`src/rtl/soduku_pkg.sv`:
```
// rtl/soduku_pkg.sv - shared board geometry, state encoding and constants for the sudoku run control
package soduku_pkg;
  localparam int GRID_SIZE = 9;
  localparam int CELL_W    = 4;
  localparam int NUM_CELLS = GRID_SIZE * GRID_SIZE;
  localparam int BOARD_W   = CELL_W * NUM_CELLS;

  typedef enum logic [1:0] {
    IDLE = 2'd0,
    LOAD = 2'd1,
    RUN  = 2'd2,
    DONE = 2'd3
  } state_t;

  // Seed for the previous-result register so the first RUN compare always differs.
  localparam logic [BOARD_W-1:0] BOARD_ONES = '1;
endpackage

```
`src/rtl/soduku_board_check.sv`:
```
// rtl/soduku_board_check.sv - flags a board as fully filled (all cells 1..9) or holding a non-BCD digit
module soduku_board_check
  import soduku_pkg::*;
(
  input  logic [BOARD_W-1:0] board,
  output logic               all_filled,
  output logic               any_invalid
);

  logic [CELL_W-1:0] nib;

  always_comb begin
    all_filled  = 1'b1;
    any_invalid = 1'b0;
    nib         = '0;
    for (int i = 0; i < NUM_CELLS; i++) begin
      nib = board[i*CELL_W +: CELL_W];
      if (nib == CELL_W'(0) || nib > CELL_W'(9)) all_filled = 1'b0;
      if (nib > CELL_W'(9)) any_invalid = 1'b1;
    end
  end

endmodule

```
`src/rtl/soduku_solve_ctrl.sv`:
```
// rtl/soduku_solve_ctrl.sv - loads a board into the solver, waits for convergence or budget, reports status
module soduku_solve_ctrl
  import soduku_pkg::*;
#(
  parameter int RESET_CYCLES  = 2,
  parameter int STABLE_CYCLES = 3,
  parameter int MAX_CYCLES    = 1000,
  parameter int CNT_W         = 16
) (
  input  logic               clk_in,
  input  logic               reset_in,
  input  logic               start_in,
  input  logic [BOARD_W-1:0] board_in,
  output logic               busy_out,
  output logic               done_out,
  output logic               solved_out,
  output logic               stuck_out,
  output logic               error_out,
  output logic               timeout_out,
  output logic [CNT_W-1:0]   cycles_out,
  output logic [BOARD_W-1:0] board_out,
  output logic               solver_reset_out,
  output logic [BOARD_W-1:0] solver_board_out,
  input  logic [BOARD_W-1:0] solver_result_in
);

  state_t             state;
  logic [BOARD_W-1:0] prev;
  logic [CNT_W-1:0]   load_cnt;
  logic [CNT_W-1:0]   stable_cnt;

  logic               unused_in_all_filled;
  logic               in_any_invalid;
  logic               res_all_filled;
  logic               res_any_invalid;
  logic               res_solved;

  logic               same;
  logic [CNT_W-1:0]   stable_nxt;
  logic [CNT_W-1:0]   cycles_nxt;
  logic               converged;
  logic               timed_out;

  soduku_board_check u_in_check (
    .board       (solver_board_out),
    .all_filled  (unused_in_all_filled),
    .any_invalid (in_any_invalid)
  );

  soduku_board_check u_res_check (
    .board       (solver_result_in),
    .all_filled  (res_all_filled),
    .any_invalid (res_any_invalid)
  );

  assign res_solved = res_all_filled & ~res_any_invalid;

  always_comb begin
    same       = (solver_result_in == prev);
    stable_nxt = same ? (stable_cnt + CNT_W'(1)) : '0;
    cycles_nxt = (cycles_out >= CNT_W'(MAX_CYCLES)) ? cycles_out : (cycles_out + CNT_W'(1));
    converged  = (stable_nxt == CNT_W'(STABLE_CYCLES));
    timed_out  = (cycles_nxt == CNT_W'(MAX_CYCLES));
  end

  always_ff @(posedge clk_in or negedge reset_in) begin
    if (!reset_in) begin
      state            <= IDLE;
      prev             <= '0;
      load_cnt         <= '0;
      stable_cnt       <= '0;
      busy_out         <= 1'b0;
      done_out         <= 1'b0;
      solved_out       <= 1'b0;
      stuck_out        <= 1'b0;
      error_out        <= 1'b0;
      timeout_out      <= 1'b0;
      cycles_out       <= '0;
      board_out        <= '0;
      solver_reset_out <= 1'b1;
      solver_board_out <= '0;
    end else begin
      case (state)
        IDLE, DONE: begin
          if (start_in) begin
            state            <= LOAD;
            solver_board_out <= board_in;
            load_cnt         <= '0;
            stable_cnt       <= '0;
            busy_out         <= 1'b1;
            done_out         <= 1'b0;
            solved_out       <= 1'b0;
            stuck_out        <= 1'b0;
            error_out        <= 1'b0;
            timeout_out      <= 1'b0;
            cycles_out       <= '0;
          end
        end
        LOAD: begin
          // The latched board is only judged once, in the first load cycle.
          if (load_cnt == '0 && in_any_invalid) begin
            state     <= DONE;
            error_out <= 1'b1;
            board_out <= solver_board_out;
            busy_out  <= 1'b0;
            done_out  <= 1'b1;
          end else if (load_cnt == CNT_W'(RESET_CYCLES - 1)) begin
            state            <= RUN;
            solver_reset_out <= 1'b0;
            prev             <= BOARD_ONES;
            stable_cnt       <= '0;
            cycles_out       <= '0;
          end else begin
            load_cnt <= load_cnt + CNT_W'(1);
          end
        end
        RUN: begin
          cycles_out <= cycles_nxt;
          stable_cnt <= stable_nxt;
          prev       <= solver_result_in;
          // Convergence takes priority over an expiring budget in the same cycle.
          if (converged || timed_out) begin
            state            <= DONE;
            board_out        <= solver_result_in;
            solved_out       <= res_solved;
            stuck_out        <= ~res_solved;
            timeout_out      <= ~converged;
            busy_out         <= 1'b0;
            done_out         <= 1'b1;
            solver_reset_out <= 1'b1;
          end
        end
        default: state <= IDLE;
      endcase
    end
  end

endmodule

```
`config.mk`:
```
export PLATFORM = sky130hd
export DESIGN_NAME = soduku_solve_ctrl
export DESIGN_NICKNAME = d
export VERILOG_FILES = /design/src/rtl/soduku_pkg.sv /design/src/rtl/soduku_board_check.sv /design/src/rtl/soduku_solve_ctrl.sv
export SDC_FILE = /design/constraint.sdc
export NUM_CORES = 2
export LEC_CHECK = 0
export CORE_AREA = 2 2 520 522
export CTS_BUF_LIST = sky130_fd_sc_hd__clkbuf_16
export DETAILED_ROUTE_END_ITERATION = 8
export DIE_AREA = 0 0 522 524
export GPL_TIMING_DRIVEN = 0
export HOLD_SLACK_MARGIN = 0.03
export SETUP_SLACK_MARGIN = 0.3
export SLEW_MARGIN = 20
export SYNTH_ARGS = -nofsm -noshare
export SYNTH_HDL_FRONTEND = slang
export SYNTH_SLANG_ARGS = --single-unit
```
`constraint.sdc`:
```
create_clock -name clk_in -period 3.15 [get_ports clk_in]
set_input_delay 0.63 -clock clk_in [delete_from_list [all_inputs] [get_ports clk_in]]
set_output_delay 0.63 -clock clk_in [all_outputs]
set_load 0.05 [all_outputs]
```
==> impl_metrics.tcl <==
set metrics [dict create \
    status "finished with violations" \
    violations "setup timing" \
    rows 190 \
    final_cell_area_sq_mm 0.0749 \
    viasPerCell 4.70 \
    cp.depth 13 \
    slew_headroom_pct 15.8 \
    min_to "busy_out" \
    grt_remaining_overflow 0 \
    synth_warnings 0 \
    r2r-end "board_out[273]" \
    die_x_um 522 \
    cts_made_buffers 138 \
    r2r_setup_slack_ps -900 \
    end_kind "flop" \
    whs_path_depth 3 \
    grt_pass1_wl_mm 436 \
    area_growth_pct 54.5 \
    post-route-period-util_pct 129 \
    drive_gt1_share_pct 25.4 \
    ys_seq_area_share_pct 53.2 \
    die_y_um 524 \
    reg2reg_depth 13 \
    ir_drop_uv 783 \
    rsz0062_at_grt "yes" \
    synthDominantCellAreaShare_pct 53.1 \
    grt_pass1_vias 42100 \
    core_area_sq_mm 0.267 \
    hold_start "start_in" \
    worst_pin_slew_ps 1250 \
    synthFlopType "dfrtp_1" \
    final_nets 5958 \
    drt-initial-drc-count 3531 \
    dieArea_sq_mm 0.274 \
    synth-seq-cells 1029 \
    path_cells "o21ai_2 > nand4_1 > nor4_2 > buf_4 > nand3_2 > o21bai_4 > nor2_2 > o22a_1 > buf_12 > buf_12 > buf_16 > clkbuf_16 > mux2_1" \
    timing.final.ws_setup_ps -899 \
    slowest_delay_ps 700 \
    power.switching_mw 51.0 \
    hold_class "in2reg" \
    ys_top_cells_by_count "dfrtp_1, mux2_2, xor2_1" \
    slew_viol_final 0 \
    grt_max_degree 143 \
    totalWireLength_mm 348 \
    finish.utilization_pct 28.0 \
    cp.required_ps 3830 \
    cp.arrival_ps 4730 \
    clock-sinks 1029 \
    place_area_sq_mm 0.0668 \
    vias 42300 \
    max-clock-path-buffers 4 \
    startpoint_type "flop" \
    gp_congestion 1.02 \
    grt_antenna_before_repair 220 \
    drv_cap 0 \
    fmax_ghz 0.247 \
    ioPinCount 1322 \
    power_density_mw_per_mm2 1410 \
    finalHoldViolations 0 \
    finalCriticalPeriod_ps 4050 \
    cts_root_buffer "clkbuf_16" \
    start_util_pct 18.1 \
    crit_type "reg2reg" \
    p_seq_share_pct 24.7 \
    synth_area_sq_mm 0.0484 \
    p_comb_share_pct 61.2 \
    synth.avg_cell_area_sq_um 13.1 \
    cp_slowest_cell "nand4_1" \
    switching_share_pct 48.2 \
    setup_viol 894 \
    path_buf_inv 5 \
    fin_worst_skew_ps 69.8 \
    clock_latency_ps 840 \
    num-fill-cells 27400 \
    yosysTopAreaCell "dfrtp_1" \
    ys_async_sr_fraction_pct 100 \
    first_pass_iters 5 \
    crit_top_cell "buf_12" \
    p_int_mw 54.7 \
    path_delay_family "simple AND/OR/NAND/NOR gates" \
    p_leak_nw 29.3 \
    cts_max_level 4 \
    yosys-top-cells-area "dfrtp_1, mux2_2, mux2_1" \
    synth_nets 4346 \
    tritoncts "yes" \
    syn-instance-count 3687 \
    critPathMaxFanout 6 \
    track_usage_pct 24.4 \
    reg2reg_from "solver_board_out[89]" \
    hpwl_mm 291 \
    io_buffers 1320 \
    p_clk_share_pct 14.1 \
    synth_edf_count 0 \
    clkTransAtPathRegs_ps 60 \
    ant_nets 0 \
    yosysMostFrequentCell "dfrtp_1" \
    wl_per_cell_um 38.7 \
    drc 0 \
    synth_cell_types 69 \
]
-- flip-flops by register name, summed over array words and instances, names as in the netlist --
name and cells:
done_out 1, state 2, cycles_out 16, timeout_out 1, solver_board_out 324, solver_reset_out 1, busy_out 1, solved_out 1
stuck_out 1, board_out 324, load_cnt 16, error_out 1, stable_cnt 16, prev 324
-- how the worst max path moves through the flow --
stage / end / startpoint / slack (ps)
floorplan: board_out[266] / stable_cnt[6] / -80
global placement: cycles_out[3] / reset_in / -50550
detailed placement: prev[161] / solver_board_out[9] / -2950
CTS: board_out[76] / solver_board_out[169] / -830
global route: board_out[273] / solver_board_out[170] / -950
finish: board_out[273] / solver_board_out[89] / -900
-- area by class of cell --
class                   instances  area [sq um]  share of cell area, %
flip-flops and latches       1029         25800                   34.4
multi-input cells            2439         22600                   30.2
repair buffers               1471         15500                   20.7
well taps                    3552          4440                   5.94
clock buffers                 140          3500                   4.68
plain buffers                 204          2280                   3.05
clock inverters                88           584                  0.780
diodes                         63           158                  0.211
inverters                      16          60.1                 0.0802
-- power groups by stage --
stage / sequential, mW / combinational (mW) / clock (mW)
2_1_floorplan: 39.0 / 19.3 / 0
3_3_place_gp: 26.0 / 56.5 / 0
3_5_place_dp: 26.1 / 57.4 / 0
4_1_cts: 26.0 / 63.4 / 15.2
5_1_grt: 26.8 / 66.9 / 15.6
6_report: 26.2 / 64.7 / 14.9
-- per-layer routing --
metal / up-vias / part of all wire (%) / GRT usage (%)
li1: 17200 / - / -
met1: 21800 / 40 / 29.6
met2: 2598 / 45 / 38.9
met3: 615 / 9.3 / 7.74
met4: 42 / 5.9 / 12.3
met5: - / 0.074 / 0
-- layout by cell type (no fill, tap or decap), types with 42 or more instances in the layout --
cell type / Yosys / final
or4_1: 55 / 55
nor4_1: 134 / 93
mux2_2: 714 / 713
o22a_1: 325 / 325
nand2_1: 46 / 42
nor2_1: 60 / 56
mux2_1: 260 / 191
clkbuf_16: 0 / 187
xor2_1: 333 / 331
o21ai_0: 183 / 132
clkbuf_1: 153 / 70
diode_2: 0 / 63
dfrtp_1: 1028 / 1024
mux2_4: 0 / 70
dlygate4sd2_1: 0 / 80
nand4_1: 112 / 112
clkdlybuf4s50_1: 0 / 1223
-- worst register-to-register path, delay by kind of cell, from the launching register on --
family	cells	cell delay (ps)
and+or+nand+nor	4	1410
DFF	1	460
AOI/OAI and AO/OA	3	770
buffers and inverters	5	950
muxes	1	320
-- per-stage QoR --
step	TNS, ps	instances	worst slack [ps]	hold WS [ps]	power, mW
2_1_floorplan	-21730	3687	-75.6	334	58.4
3_3_place_gp	-	8559	-50550	467	82.5
3_5_place_dp	-1963190	8582	-2950	474	83.5
4_1_cts	-562970	8915	-831	267	105
5_1_grt	-676740	8953	-946	336	109
6_report	-578960	9002	-899	334	106
-- what timing repair did --
| item | 4_1_cts | 5_1_grt |
|---|---|---|
| pin swaps | 35 | 13 |
| resized for setup | 534 | 132 |
| hold endpoints to repair | 76 | 0 |
| cloned | 46 | 7 |
| setup endpoints to repair | 1050 | 1568 |
| buffers inserted | 57 | 17 |
| hold buffers | 2 | 0 |
-- logic make-up (layout without fill, tap and decap cells) --
kind of cell / count (synthesis) / count (layout) / synth area share, %
muxes: 985 / 985 / 22.9
DFF: 1029 / 1029 / 53.2
buffers and inverters: 220 / 1919 / 2.23
AOI/OAI and AO/OA: 591 / 591 / 9.10
other: 0 / 63 / 0
and+or+nand+nor: 517 / 518 / 6.35
adders and majority gates: 8 / 8 / 0.207
xor gates and xnor gates: 337 / 337 / 6.09
Note: power is estimated with default switching activity, not from simulation.
